[config.mk]
export PLATFORM = sky130hd
export DESIGN_NAME = uart_tx_arbiter
export DESIGN_NICKNAME = d
export VERILOG_FILES = /design/src/rtl/uart_tx_arbiter.sv
export SDC_FILE = /design/constraint.sdc
export NUM_CORES = 1
export LEC_CHECK = 0
export ABC_AREA = 1
export CORE_MARGIN = 5
export CORE_UTILIZATION = 27
export DETAILED_ROUTE_END_ITERATION = 8
export GPL_TIMING_DRIVEN = 0
export HOLD_SLACK_MARGIN = 0.02
export PLACE_DENSITY = 0.54
export SYNTH_ARGS = -nofsm -noshare
export SYNTH_HDL_FRONTEND = slang
export SYNTH_SLANG_ARGS = --single-unit
[constraint.sdc]
create_clock -name clk -period 1.85 [get_ports clk]
set_clock_uncertainty 0.1 [all_clocks]
set_input_delay 0.37 -clock clk [delete_from_list [all_inputs] [get_ports clk]]
set_output_delay 0.37 -clock clk [all_outputs]
set_load 0.005 [all_outputs]
[src/rtl/uart_tx_arbiter.sv]
// Packet-level round-robin arbiter feeding one UART TX core.
// A grant covers a whole packet; bytes are paced off u_tx_data_ready.
module uart_tx_arbiter #(
  parameter int NUM_REQ     = 4,
  parameter int MAX_PKT     = 64,
  parameter int GAP_TIMEOUT = 1000
) (
  input  logic                 clk,
  input  logic                 rst_n,
  input  logic [NUM_REQ-1:0]   req_valid,
  input  logic [NUM_REQ*8-1:0] req_data,
  input  logic [NUM_REQ-1:0]   req_last,
  output logic [NUM_REQ-1:0]   req_ack,
  output logic [7:0]           u_tx_data,
  output logic                 u_tx_data_valid,
  input  logic                 u_tx_data_ready,
  output logic                 grant_valid,
  output logic [2:0]           grant_id,
  output logic                 trunc,
  output logic                 busy
);

  typedef enum logic [2:0] {
    IDLE, ARB, LOAD, ISSUE, DRAIN
  } state_t;

  state_t state, state_d;

  logic [2:0]  last_grant, last_grant_d;
  logic [2:0]  grant_id_d, pick;
  logic        found;
  logic [7:0]  byte_cnt, byte_cnt_d;
  logic [15:0] gap_cnt, gap_cnt_d;
  logic        end_q, end_d;
  logic        cut_q, cut_d;
  logic        seen_q, seen_d;
  logic        gv_d, valid_d, trunc_d, busy_d;
  logic [7:0]  data_d;
  logic [NUM_REQ-1:0] ack_d;

  logic [7:0]  vld8, last8, ack8;
  logic [63:0] data64;
  logic [7:0]  sel_data;
  logic        sel_vld, sel_last, at_max;
  logic [3:0]  idx;

  // Pad request buses to 8 lanes so a 3-bit owner index selects cleanly.
  always_comb begin
    vld8     = 8'(req_valid);
    last8    = 8'(req_last);
    data64   = 64'(req_data);
    sel_vld  = vld8[grant_id];
    sel_last = last8[grant_id];
    sel_data = data64[{grant_id, 3'b000} +: 8];
    ack8     = 8'd1 << grant_id;
    at_max   = byte_cnt == 8'(MAX_PKT - 1);
  end

  always_comb begin
    pick  = '0;
    found = 1'b0;
    idx   = '0;
    for (int k = 1; k <= NUM_REQ; k++) begin
      idx = {1'b0, last_grant} + 4'(k);
      if (idx >= 4'(NUM_REQ))
        idx = idx - 4'(NUM_REQ);
      if (!found && vld8[idx[2:0]]) begin
        found = 1'b1;
        pick  = idx[2:0];
      end
    end
  end

  always_comb begin
    state_d      = state;
    last_grant_d = last_grant;
    grant_id_d   = grant_id;
    byte_cnt_d   = byte_cnt;
    gap_cnt_d    = gap_cnt;
    end_d        = end_q;
    cut_d        = cut_q;
    seen_d       = seen_q;
    gv_d         = grant_valid;
    valid_d      = u_tx_data_valid;
    data_d       = u_tx_data;
    ack_d        = req_ack;
    trunc_d      = 1'b0;
    unique case (state)
      IDLE: begin
        if (|req_valid)
          state_d = ARB;
      end
      ARB: begin
        if (found) begin
          grant_id_d   = pick;
          last_grant_d = pick;
          gv_d         = 1'b1;
          byte_cnt_d   = '0;
          gap_cnt_d    = '0;
          state_d      = LOAD;
        end else begin
          state_d = IDLE;
        end
      end
      LOAD: begin
        if (sel_vld) begin
          if (u_tx_data_ready) begin
            data_d     = sel_data;
            valid_d    = 1'b1;
            ack_d      = ack8[NUM_REQ-1:0];
            end_d      = sel_last | at_max;
            cut_d      = at_max & ~sel_last;
            byte_cnt_d = byte_cnt + 8'd1;
            gap_cnt_d  = '0;
            state_d    = ISSUE;
          end
        end else if (gap_cnt == 16'(GAP_TIMEOUT - 1)) begin
          gv_d    = 1'b0;
          state_d = IDLE;
        end else begin
          gap_cnt_d = gap_cnt + 16'd1;
        end
      end
      ISSUE: begin
        valid_d = 1'b0;
        ack_d   = '0;
        seen_d  = 1'b0;
        state_d = DRAIN;
      end
      DRAIN: begin
        // The core must drop ready before its rise marks the byte done.
        if (!u_tx_data_ready) begin
          seen_d = 1'b1;
        end else if (seen_q) begin
          if (end_q) begin
            gv_d    = 1'b0;
            trunc_d = cut_q;
            state_d = IDLE;
          end else begin
            state_d = LOAD;
          end
        end
      end
      default: state_d = IDLE;
    endcase
    busy_d = state_d != IDLE;
  end

  always_ff @(posedge clk or negedge rst_n) begin
    if (!rst_n) begin
      state           <= IDLE;
      last_grant      <= 3'(NUM_REQ - 1);
      grant_id        <= '0;
      byte_cnt        <= '0;
      gap_cnt         <= '0;
      end_q           <= 1'b0;
      cut_q           <= 1'b0;
      seen_q          <= 1'b0;
      grant_valid     <= 1'b0;
      u_tx_data_valid <= 1'b0;
      u_tx_data       <= '0;
      req_ack         <= '0;
      trunc           <= 1'b0;
      busy            <= 1'b0;
    end else begin
      state           <= state_d;
      last_grant      <= last_grant_d;
      grant_id        <= grant_id_d;
      byte_cnt        <= byte_cnt_d;
      gap_cnt         <= gap_cnt_d;
      end_q           <= end_d;
      cut_q           <= cut_d;
      seen_q          <= seen_d;
      grant_valid     <= gv_d;
      u_tx_data_valid <= valid_d;
      u_tx_data       <= data_d;
      req_ack         <= ack_d;
      trunc           <= trunc_d;
      busy            <= busy_d;
    end
  end

endmodule

# [Word-level counts from Yosys, hierarchy flattened]
# Index checks and enable logic that the tools add are counted.
[word_totals] reg_bits=52 wordCells=136
[classes] addsub=10 n_lt_le_gt_ge=9 eq_ne=17 n_shift=2 n_mux=61 bitwise_logic=3 n_reduce_logical=20
[op_table] op="two-way mux 16 bit" n=4
[op_table] op="indexed part select 64 x 7 -> 8 bit" n=1
[op_table] op="two-way mux 3 bit" n=14
[op_table] op="case mux 16 bit (2 select lines)" n=1
[op_table] op="two-way mux 8 bit" n=3
[op_table] op="two-way mux 1 bit" n=23
[op_table] op="< comparator 3 x 4 -> 1 bit (second input constant)" n=5
[op_table] op="binary-select mux 1 bit (select 3 bit)" n=6
[op_table] op="inequality test 2 bit (second input constant)" n=9
[op_table] op="adder 16 x 1 -> 16 bit (second input constant)" n=1
[op_table] op="equality test 16 x 10 -> 1 bit (second input constant)" n=1
[op_table] op=">= comparator 4 x 3 -> 1 bit (second input constant)" n=4
[op_table] op="case mux 8 bit (2 select lines)" n=1
[op_table] op="case mux 3 bit (5 select lines)" n=1
[op_table] op="subtractor 3 bit (second input constant)" n=4
[op_table] op="adder 3 x 2 -> 4 bit (second input constant)" n=2
[op_table] op="adder 8 x 1 -> 8 bit (second input constant)" n=1
[op_table] op="equality test 8 x 6 -> 1 bit (second input constant)" n=1
[op_table] op="two-way mux 4 bit" n=2
[op_table] op="case mux 4 bit (2 select lines)" n=1
[op_table] op="AND reduction 4 bit" n=2
[op_table] op="AND reduction 7 bit" n=1
[op_table] op="equality test 3 x 2 -> 1 bit (second input constant)" n=2
[op_table] op="inequality test 3 bit (second input constant)" n=2
[op_table] op="other kinds (19)" n=30

# [Logic depth before layout (Yosys ltp)]
# Gate-level depths: netlist of run 1.
[depth] depth_word=18 depth_mapped=13 mapped_depth_nobuf=12

# [Worst setup path before layout of run 1]
# Ideal clock, no wire load.
[synth_path] kind="reg-to-reg" start="register last_grant[0]" end="register gap_cnt[13]" setup_time_ps=121 arrival_time_ps=1807 t_required_ps=1629 slack_ps=-178 stages_incl_launch_ff=13 path_buffers=1 synth_period_minus_slack_ps=2028 path_cell_list="dfstp_2 -> inv_2 -> ha_1 -> inv_1 -> nand3_1 -> nand3_1 -> nand4_2 -> nand2_2 -> nand2_4 -> nand2_4 -> buf_8 -> nand2_1 -> nand2_1"
[synth_via] elab_chain_cells=17 word_cells_on_any_way=36
[synth_lines] element="start: declaration" line_no="29" rtl="logic [2:0] last_grant, last_grant_d;"
[synth_lines] element="start signal: assignment" line_no="152" rtl="last_grant <= 3'(NUM_REQ - 1);"
[synth_lines] element="start signal: assignment" line_no="167" rtl="last_grant <= last_grant_d;"
[synth_lines] element="adder 3 x 1 -> 4 bit" line_no="64" rtl="idx = {1'b0, last_grant} + 4'(k);"
[synth_lines] element=">= comparator 4 x 3 -> 1 bit or subtractor 3 bit (tied branches)" line_no="65, 66"
[synth_lines] element="two-way mux 3 bit" line_no="65" rtl="if (idx >= 4'(NUM_REQ))"
[synth_lines] element="binary-select mux 1 bit (select 3 bit)" line_no="67" rtl="if (!found && vld8[idx[2:0]]) begin"
[synth_lines] element="two-way mux 1 bit (implied by the code)" line_no="67"
[synth_lines] element="two-way mux 1 bit" line_no="67"
[synth_lines] element="logical NOT 1 bit" line_no="67"
[synth_lines] element="logical AND 1 bit" line_no="67"
[synth_lines] element="two-way mux 1 bit" line_no="67"
[synth_lines] element="logical NOT 1 bit" line_no="67"
[synth_lines] element="logical AND 1 bit" line_no="67"
[synth_lines] element="two-way mux 1 bit" line_no="67"
[synth_lines] element="logical NOT 1 bit" line_no="67"
[synth_lines] element="logical AND 1 bit" line_no="67"
[synth_lines] element="two-way mux 1 bit *" line_no="67"
[synth_lines] element="inequality test 2 bit (no line) *"
[synth_lines] element="AND reduction 4 bit (no line) *"
[synth_lines] element="end signal: assignment" line_no="170" rtl="gap_cnt <= gap_cnt_d;"
[synth_lines] element="end: declaration" line_no="33" rtl="logic [15:0] gap_cnt, gap_cnt_d;"
# Every way passes the cells marked *; elsewhere a longest branch is shown, timed or not. The select of a mux whose other input is x is not followed.
# A chain may end at the register's enable or synchronous reset.

# [Worst setup path in the final report of run 1]
[layout_path] start="register last_grant[1]" end="register gap_cnt[7]"
# Same word-level chain as after synthesis.

==> flow_metrics.tcl, run 1 <==
set metrics [dict create \
    dieArea_um2 13700 \
    crit_chain "inv_4 > ha_4 > inv_4 > nand3_4 > nand3_4 > nand4_4 > nand2_4 > nand2_4 > nand2_8 > clkbuf_16 > nand2_1 > nand2_1" \
    cts_buffers 5 \
    rsz0062_at_grt "yes" \
    die_w_um 117 \
    pin_count 62 \
    powerDensity_nw_per_um2 1380 \
    netlist_instances 437 \
    synth_top_cell_area_share 0.395 \
    worstMarginPinSlew_ns 0.619 \
    io_buffers 61 \
    yosys.area.top_type "dfrtp_1" \
    crit_arrival_ns 2.12 \
    cp_slowest_stage_delay_ns 0.58 \
    diodes 0 \
    drc 0 \
    root_buffer "clkbuf_16" \
    routed_wl_mm 8.62 \
    start_util 0.274 \
    wl_per_cell_um 12.9 \
    r2r_cells 12 \
    drv_cap 0 \
    min_period_over_period 1.10 \
    hpwl_mm 6.38 \
    track_usage 0.132 \
    coreArea_um2 11300 \
    hold-path-cell-count 2 \
    ant_nets 0 \
    fin_area_um2 4430 \
    vias_per_cell 4.72 \
    instances_no_fill 669 \
    path_max_fanout 5 \
    yosys_warnings 0 \
    htree_num_levels 2 \
    dr.pass1.iters 4 \
    r2r_start "last_grant[1]" \
    final_nets 572 \
    vias 3156 \
    synth-seq-cells 51 \
    critPathBufInv 3 \
    p_total_uw 6110 \
    grt_max_degree 28 \
    drive_above_1_share 0.148 \
    dr.first_iter.drc_count 151 \
    dp_cells 642 \
    critPathRequiredTime_ns 1.94 \
    whs_endpoint "u_tx_data[4]" \
    status "finished with violations" \
    r2r_slack_ns -0.18 \
    crit_family "simple AND/OR/NAND/NOR gates" \
    overflow 0 \
    min_period_ns 2.03 \
    violations "setup timing" \
    layout_commonest_cell "nand2_1" \
    dpl-instance-area_um2 3950 \
    yosys-top-cells-area "dfrtp_1 40%, nand2_1 19%, nand3_1 8.5%" \
    critical_path_class "reg -> reg" \
    clk_latency_ns 0.30 \
    clock_path_buffers 2 \
    vdd_ir_drop_max_v 0.000833 \
    syn2layout_area_growth_pct 42.7 \
    setup_ws_ns -0.183 \
    cts.sinks 51 \
    cts_tree "yes" \
    seq_area_frac_synth 0.412 \
    grt_antenna_before_repair 0 \
    fmax_mhz 492 \
    synth.distinct_cells 31 \
    grt_pass1_wl_mm 14.6 \
    fp-row-count 39 \
    slowest_stage "dfstp_2" \
    hp-start "u_tx_data[4]" \
    startpoint_type "flip-flop" \
    grt_pass1_vias 3092 \
    slew_headroom 0.587 \
    synth_area_um2 3100 \
    die_y_um 117 \
    p_leak_uw 0.00206 \
    finalHoldViolCount 0 \
    hold_path_class "reg -> reg" \
    final_cell_mix "145 x nand2_1, 60 x clkdlybuf4s50_1, 49 x nand3_1, 48 x dfrtp_1" \
    r2r-end "gap_cnt[7]" \
    slew_violations 0 \
    gp_congestion 0.923 \
    n_fill_cell 1190 \
    setup_viol 31 \
    critPathCaptureType "flip-flop" \
    path_clk_slew_ns 0.07 \
    syn_nets 484 \
    avgSynthCellArea_um2 7.10 \
    place_ws_ns -0.436 \
]
[repair_timing]
item,in CTS,in global routing
setup buffers,10,7
hold endpoints to repair,22,0
setup endpoints to repair,42,48
hold buffers,1,0
gates resized for setup,20,28
pin swaps,6,10
gates cloned,0,1
[logic make-up (layout without fill, tap and decap cells)]
| group | Yosys count | in the layout | share of synthesized area |
|---|---|---|---|
| AOI/OAI and AO/OA | 28 | 28 | 0.0532 |
| xor gates and xnor gates | 11 | 11 | 0.0310 |
| adders and majority gates | 4 | 4 | 0.0161 |
| buffers and inverters | 49 | 138 | 0.0645 |
| DFF | 51 | 51 | 0.412 |
| muxes | 1 | 1 | 0.00323 |
| and+or+nand+nor | 293 | 293 | 0.420 |
[per-stage QoR]
step | utilization | hold WS (ns) | setup TNS (ns)
finish | 0.391 | 0.382 | -3.78
global route | 0.391 | 0.407 | -7.04
CTS | 0.376 | 0.385 | -2.77
detailed placement | 0.349 | 0.322 | -13.87
global placement | 0.347 | 0.363 | -82.74
floorplan | - | -0.0256 | -0.816
[layer usage]
metal / track usage / vias to the layer above / wire [um]
met1: 0.169 / 1450 / 3900
li1: - / 1607 / -
met3: 0.0488 / 9 / 656
met5: 0 / - / 0
met4: 0.0344 / 0 / 127
met2: 0.210 / 90 / 3940
[sequential cells by signal, summed over array words and instances (netlist names), 2 cells and up, named ones only]
name,cells
byte_cnt,8
state,3
gap_cnt,16
u_tx_data,8
req_ack,4
grant_id,2
last_grant,2
[how the worst max path moves through the flow]
| stage | start | end | slack [ns] | cells after the start |
|---|---|---|---|---|
| after floorplan | last_grant[0] | gap_cnt[11] | -0.08 | 12 |
| after global placement | rst_n | u_tx_data[2] | -1.39 | 1 |
| after detailed placement | req_valid[2] | gap_cnt[13] | -0.44 | 9 |
| after CTS | last_grant[1] | gap_cnt[8] | -0.11 | 12 |
| after global routing | last_grant[1] | gap_cnt[6] | -0.27 | 12 |
| final | last_grant[1] | gap_cnt[7] | -0.18 | 12 |
[where the power goes]
group / switching (uW) / internal [uW]
Clock: 439 / 503
Combinational: 1960 / 1600
Sequential: 201 / 1410
[layout make-up]
cell class / count / area [um2] / area share
multi-input combinational: 337 / 1780 / 0.403
sequential: 51 / 1280 / 0.289
timing repair buffer: 81 / 808 / 0.183
tap: 143 / 179 / 0.0404
inverter: 38 / 153 / 0.0345
clock buffer: 5 / 125 / 0.0283
buffer: 11 / 80.1 / 0.0181
clock inverter: 3 / 18.8 / 0.00424
[worst reg2reg max path, stage by stage (launching register included)]
cell	delay, ns
dfstp_2	0.58
inv_4	0.05
ha_4	0.29
inv_4	0.06
nand3_4	0.08
nand3_4	0.10
nand4_4	0.11
nand2_4	0.08
nand2_4	0.14
nand2_8	0.08
clkbuf_16	0.17
nand2_1	0.05
nand2_1	0.05
[cells in the mapped netlist (all sizes together)]
master and instances:
o21a 2, nor4 3, dfrtp 49, nand4 19, nand3 55, a21oi 5
clkbuf 6, nand3b 3, inv 38, ha 4, mux2i 1, o211ai 1
a22oi 6, o21bai 1, xnor2 1, o21ai 13, xor2 10, buf 5
nor3 13, dfstp 2, nand2 166, nor2 34
No activity file was read; power rests on OpenSTA's default activity.
==> run 2, diff against run 1 <==
- CTS_BUF_LIST: unset -> sky130_fd_sc_hd__clkbuf_16
- PLACE_DENSITY: 0.54 -> unset
- PLACE_DENSITY_LB_ADDON: unset -> 0.3
==> run 2 against run 1 <==
  * The flow still finishes with violations (setup timing)
  * Clock-buffer cell count stayed put
  * Via count is 0.98% higher
  * Global-route usage is 0.36 points lower
  * Final cell count is 1.0% higher
  * Total power is 2.3% higher
  * Flip-flop and latch count stayed put
  * Routed wire length is 1.2% lower
  * First-iteration DRC count is 16% lower
  * Clock power is 11% higher
  * Largest cell class unchanged
  * Highest routed layer unchanged
==> flow_metrics.tcl, run 2 (synthesized netlist as in run 1, its figures left out) <==
set metrics [dict create \
    status "finished with violations" \
    violations "setup timing" \
    overflow 0 \
    final_nets 579 \
    track_usage 0.128 \
    dieArea_um2 13700 \
    die_w_um 117 \
    start_util 0.274 \
    clkPwrFrac 0.169 \
    wl_per_cell_um 12.6 \
    grt_pass1_wl_mm 14.2 \
    powerDensity_nw_per_um2 1380 \
    gp_congestion 0.932 \
    power.switching_uw 2570 \
    hpwl_mm 6.36 \
    vias_per_cell 4.71 \
    syn2layout_area_growth_pct 45.6 \
    dp_cells 642 \
    path_max_fanout 6 \
    routed_wl_mm 8.52 \
    fin_area_um2 4520 \
    cts_tree "yes" \
    setup_viol 31 \
    drive_above_1_share 0.148 \
    setup_ws_ns -0.137 \
    grt_antenna_before_repair 0 \
    grt_max_degree 28 \
    drv_cap 0 \
    dpl-instance-area_um2 3950 \
    largest-register "gap_cnt" \
    slew_violations 0 \
    finalHoldViolCount 0 \
    p_leak_uw 0.00210 \
    r2r_cells 12 \
    dr.first_iter.drc_count 127 \
    diodes 0 \
    drc 0 \
    internal_power_uw 3680 \
    hold_path_class "reg -> reg" \
    clk_latency_ns 0.29 \
    die_y_um 117 \
    dr.pass1.iters 4 \
    final_cell_mix "155 x nand2_1, 59 x clkdlybuf4s50_1, 49 x dfrtp_1, 47 x nand3_1, 31 x inv_1" \
    pwr-share-comb 0.574 \
    critPathRequiredTime_ns 1.93 \
    instances_no_fill 676 \
    root_buffer "clkbuf_16" \
    min_period_ns 1.99 \
    slew_headroom 0.615 \
    cts_buffers 5 \
    vdd_ir_drop_max_v 0.000991 \
    fmax_mhz 503 \
    coreArea_um2 11300 \
    ant_nets 0 \
    swShare 0.411 \
    htree_num_levels 2 \
    rsz0062_at_grt "yes" \
    min_period_over_period 1.07 \
    startpoint_type "flip-flop" \
    path_clk_slew_ns 0.07 \
    critical_path_class "reg -> reg" \
    clock_path_buffers 2 \
    cts.sinks 51 \
    pin_count 62 \
    vias 3187 \
    fp-row-count 39 \
    whs_ns 0.382 \
    largestRegisters "gap_cnt (16), byte_cnt (8), u_tx_data (8)" \
    sequentialPowerShare 0.257 \
    critPathCaptureType "flip-flop" \
    io_buffers 61 \
    largest_reg_flops 16 \
    grt_pass1_vias 3167 \
    hold-path-cell-count 2 \
    worstMarginPinSlew_ns 0.577 \
    p_total_uw 6250 \
    layout_commonest_cell "nand2_1" \
    crit_arrival_ns 2.07 \
]
-- run 2: cell types whose count changed in the layout (fill, tap and decap cells not counted), sizes merged --
| cell | previous run | this run |
|---|---|---|
| bufinv | 0 | 1 |
| clkinvlp | 0 | 1 |
| clkdlybuf4s50 | 60 | 59 |
| clkbuf | 12 | 10 |
| clkinv | 2 | 1 |
| dlymetal6s2s | 0 | 1 |
| inv | 39 | 38 |
| buf | 24 | 33 |
-- run 2: layer usage --
metal  wire length (um)  track usage  part of all wire
met2               4000        0.210              0.47
met1               3720        0.161              0.44
met3                682       0.0463             0.080
met5                  0            0                 0
met4                118       0.0329             0.014
-- run 2: worst paths after layout --
kind	endpoint	slack [ns]	from
worst min register to register	u_tx_data_valid	0.38	u_tx_data_valid
worst min-delay path	u_tx_data_valid	0.38	u_tx_data_valid
worst max register to register	gap_cnt[2]	-0.14	last_grant[0]
min in group asynchronous	gap_cnt[10]	0.52	rst_n
worst max-delay path	gap_cnt[2]	-0.14	last_grant[0]
max in group asynchronous	byte_cnt[2]	0.58	rst_n
-- run 2: layout make-up --
cell class	count	area, um2
sequential	51	1280
inverter	38	156
buffer	11	93.8
timing repair buffer	88	876
fill	1170	6800
clock buffer	5	125
clock inverter	3	42.5
multi-input combinational	337	1770
tap	143	179
-- run 2: power by group through the flow --
stage	Clock (uW)	Sequential [uW]	Combinational (uW)
3_5_place_dp	0	1630	2680
5_1_grt	1130	1640	3980
4_1_cts	1090	1600	3430
2_1_floorplan	0	1610	1750
3_3_place_gp	0	1630	2650
6_report	1050	1610	3590
-- run 2: critical path: stages, from the launching register on --
cell and delay (ns):
dfstp_2 0.58, inv_4 0.05, ha_4 0.29, inv_4 0.05, nand3_4 0.08, nand3_4 0.09
nand4_4 0.09, nand2_4 0.08, nand2_4 0.14, nand2_8 0.09, buf_4 0.15, nand2_1 0.05
nand2_1 0.05
-- run 2: per-stage QoR --
| step | utilization | setup TNS [ns] | setup slack [ns] |
|---|---|---|---|
| 2_1_floorplan | - | -0.816 | -0.0811 |
| 3_3_place_gp | 0.347 | -78.11 | -1.31 |
| 3_5_place_dp | 0.349 | -13.81 | -0.428 |
| 4_1_cts | 0.386 | -2.82 | -0.134 |
| 5_1_grt | 0.399 | -7.32 | -0.218 |
| 6_report | 0.399 | -2.85 | -0.137 |
-- run 2: what timing repair did --
action / 4_1_cts / 5_1_grt
pin swaps: 9 / 3
hold buffers: 1 / 0
buffers inserted: 15 / 8
gates cloned: 1 / 1
hold endpoints to repair: 22 / 0
endpoints found under the setup margin: 42 / 49
gates resized for setup: 26 / 32
==> run 3, diff against run 2 <==
- CORE_UTILIZATION: 27 -> 45
==> run 3 against run 2 <==
  * The run still ends with setup timing left
  * Total power up 3.9%
  * Via count up 2.4%
  * Die area down 37%
  * Core utilization up 26 points
  * Final cell count down 9.5%
  * Global-route usage up 7.8 points
  * Sequential power about the same
  * Maximum frequency down 0.66%
  * Clock power down 17%
  * Combinational power up 11%
  * Non-clock buffer count down 1
  * Routed wire length up 2.3%
  * Critical path type unchanged
  * Largest cell class unchanged
==> flow_metrics.tcl, run 3 (synthesized netlist as in run 1, its figures left out) <==
set metrics [dict create \
    syn2layout_area_growth_pct 43.7 \
    status "finished with violations" \
    finish.utilization 0.660 \
    drc 0 \
    vias 3264 \
    largest_reg_flops 16 \
    cts.sinks 51 \
    layout_commonest_cell "nand2_1" \
    setup_ws_ns -0.150 \
    die_w_um 93.0 \
    final_nets 578 \
    fin_area_um2 4460 \
    die_y_um 93.0 \
    cts_buffers 5 \
    grt_pass1_wl_mm 14.5 \
    fp-row-count 30 \
    track_usage 0.206 \
    slew_violations 0 \
    largestRegisters "gap_cnt (16), byte_cnt (8), u_tx_data (8)" \
    r2r_cells 14 \
    vias_per_cell 5.33 \
    dieArea_um2 8660 \
    drive_above_1_share 0.186 \
    gp_congestion 0.911 \
    cts_tree "yes" \
    diodes 0 \
    rsz0062_at_grt "yes" \
    critPathRequiredTime_ns 1.98 \
    clk_latency_ns 0.28 \
    slew_headroom 0.573 \
    hold-path-cell-count 2 \
    setup_viol 32 \
    finalHoldViolCount 0 \
    routed_wl_mm 8.72 \
    worstMarginPinSlew_ns 0.641 \
    powerDensity_nw_per_um2 1450 \
    pin_count 62 \
    hpwl_mm 6.05 \
    final_cell_mix "141 x nand2_1, 59 x clkdlybuf4s50_1, 48 x dfrtp_1, 47 x nand3_1, 30 x inv_1" \
    clock_path_buffers 2 \
    fmax_mhz 500 \
    root_buffer "clkbuf_16" \
    largest-register "gap_cnt" \
    p_leak_uw 0.00209 \
    path_clk_slew_ns 0.07 \
    place_ws_ns -0.443 \
    coreArea_um2 6760 \
    dpl-instance-area_um2 3870 \
    hold_path_class "reg -> reg" \
    dr.pass1.iters 4 \
    ant_nets 0 \
    critical_path_class "reg -> reg" \
    min_period_over_period 1.08 \
    vdd_ir_drop_max_v 0.00108 \
    p_total_uw 6490 \
    io_buffers 61 \
    grt_antenna_before_repair 0 \
    drv_cap 0 \
    violations "setup timing" \
    grt_pass1_vias 3240 \
    htree_num_levels 2 \
    crit_arrival_ns 2.13 \
    startpoint_type "flip-flop" \
    path_max_fanout 8 \
    overflow 0 \
    setup_tns_ns -3.66 \
    dr.first_iter.drc_count 157 \
    min_period_ns 2.00 \
    wl_per_cell_um 14.2 \
    grt_max_degree 28 \
    start_util 0.459 \
    critPathCaptureType "flip-flop" \
]
## run 3: repair_timing
action	CTS	global route
resized for setup	28	50
pin swaps	9	13
setup endpoints to repair	41	47
gates cloned	1	0
hold buffers	1	0
endpoints found under the hold margin	1	0
buffers inserted	14	9
## run 3: worst max-delay path, stage by stage (launching register included)
cell     delay, ns
dfstp_2       0.57
inv_4         0.05
buf_6         0.14
nand2_2       0.07
nand2_1       0.07
nand2_1       0.10
nand2_2       0.09
inv_2         0.09
nand4_4       0.11
nand2_4       0.12
nand2_8       0.07
nand2_8       0.12
buf_8         0.13
nand2_2       0.05
nand2_2       0.06
## run 3: worst paths after layout
| path | start | to | slack (ns) |
|---|---|---|---|
| min reg2reg | u_tx_data[0] | u_tx_data[0] | 0.38 |
| max reg2reg | last_grant[0] | gap_cnt[8] | -0.15 |
| min in group asynchronous | rst_n | gap_cnt[2] | 0.54 |
| max | last_grant[0] | gap_cnt[8] | -0.15 |
| min | u_tx_data[0] | u_tx_data[0] | 0.38 |
| max in group asynchronous | rst_n | byte_cnt[6] | 0.55 |
## run 3: per-stage QoR
stage / cells / hold WS, ns
3_5_place_dp: 579 / 0.327
4_1_cts: 603 / 0.383
6_report: 612 / 0.380
3_3_place_gp: 578 / 0.361
2_1_floorplan: 437 / -0.0256
5_1_grt: 612 / 0.411
## run 3: layout make-up
class,instances,area [um2]
fill,584,2300
multi-input combinational,337,1830
sequential,51,1280
timing repair buffer,87,873
inverter,38,158
clock buffer,5,125
tap,80,100
buffer,11,83.8
clock inverter,3,12.5
## run 3: report_power, final
| part | switching [uW] | internal, uW | leakage (uW) |
|---|---|---|---|
| Clock | 384 | 490 | 0.0000724 |
| Combinational | 2200 | 1800 | 0.00135 |
| Sequential | 206 | 1410 | 0.000673 |
## run 3: layer usage
layer / routed length (um) / vias up / global-route usage
met3: 736 / 14 / 0.0668
met5: 0 / - / 0
li1: - / 1620 / -
met2: 4330 / 117 / 0.357
met4: 117 / 0 / 0.0635
met1: 3530 / 1513 / 0.243
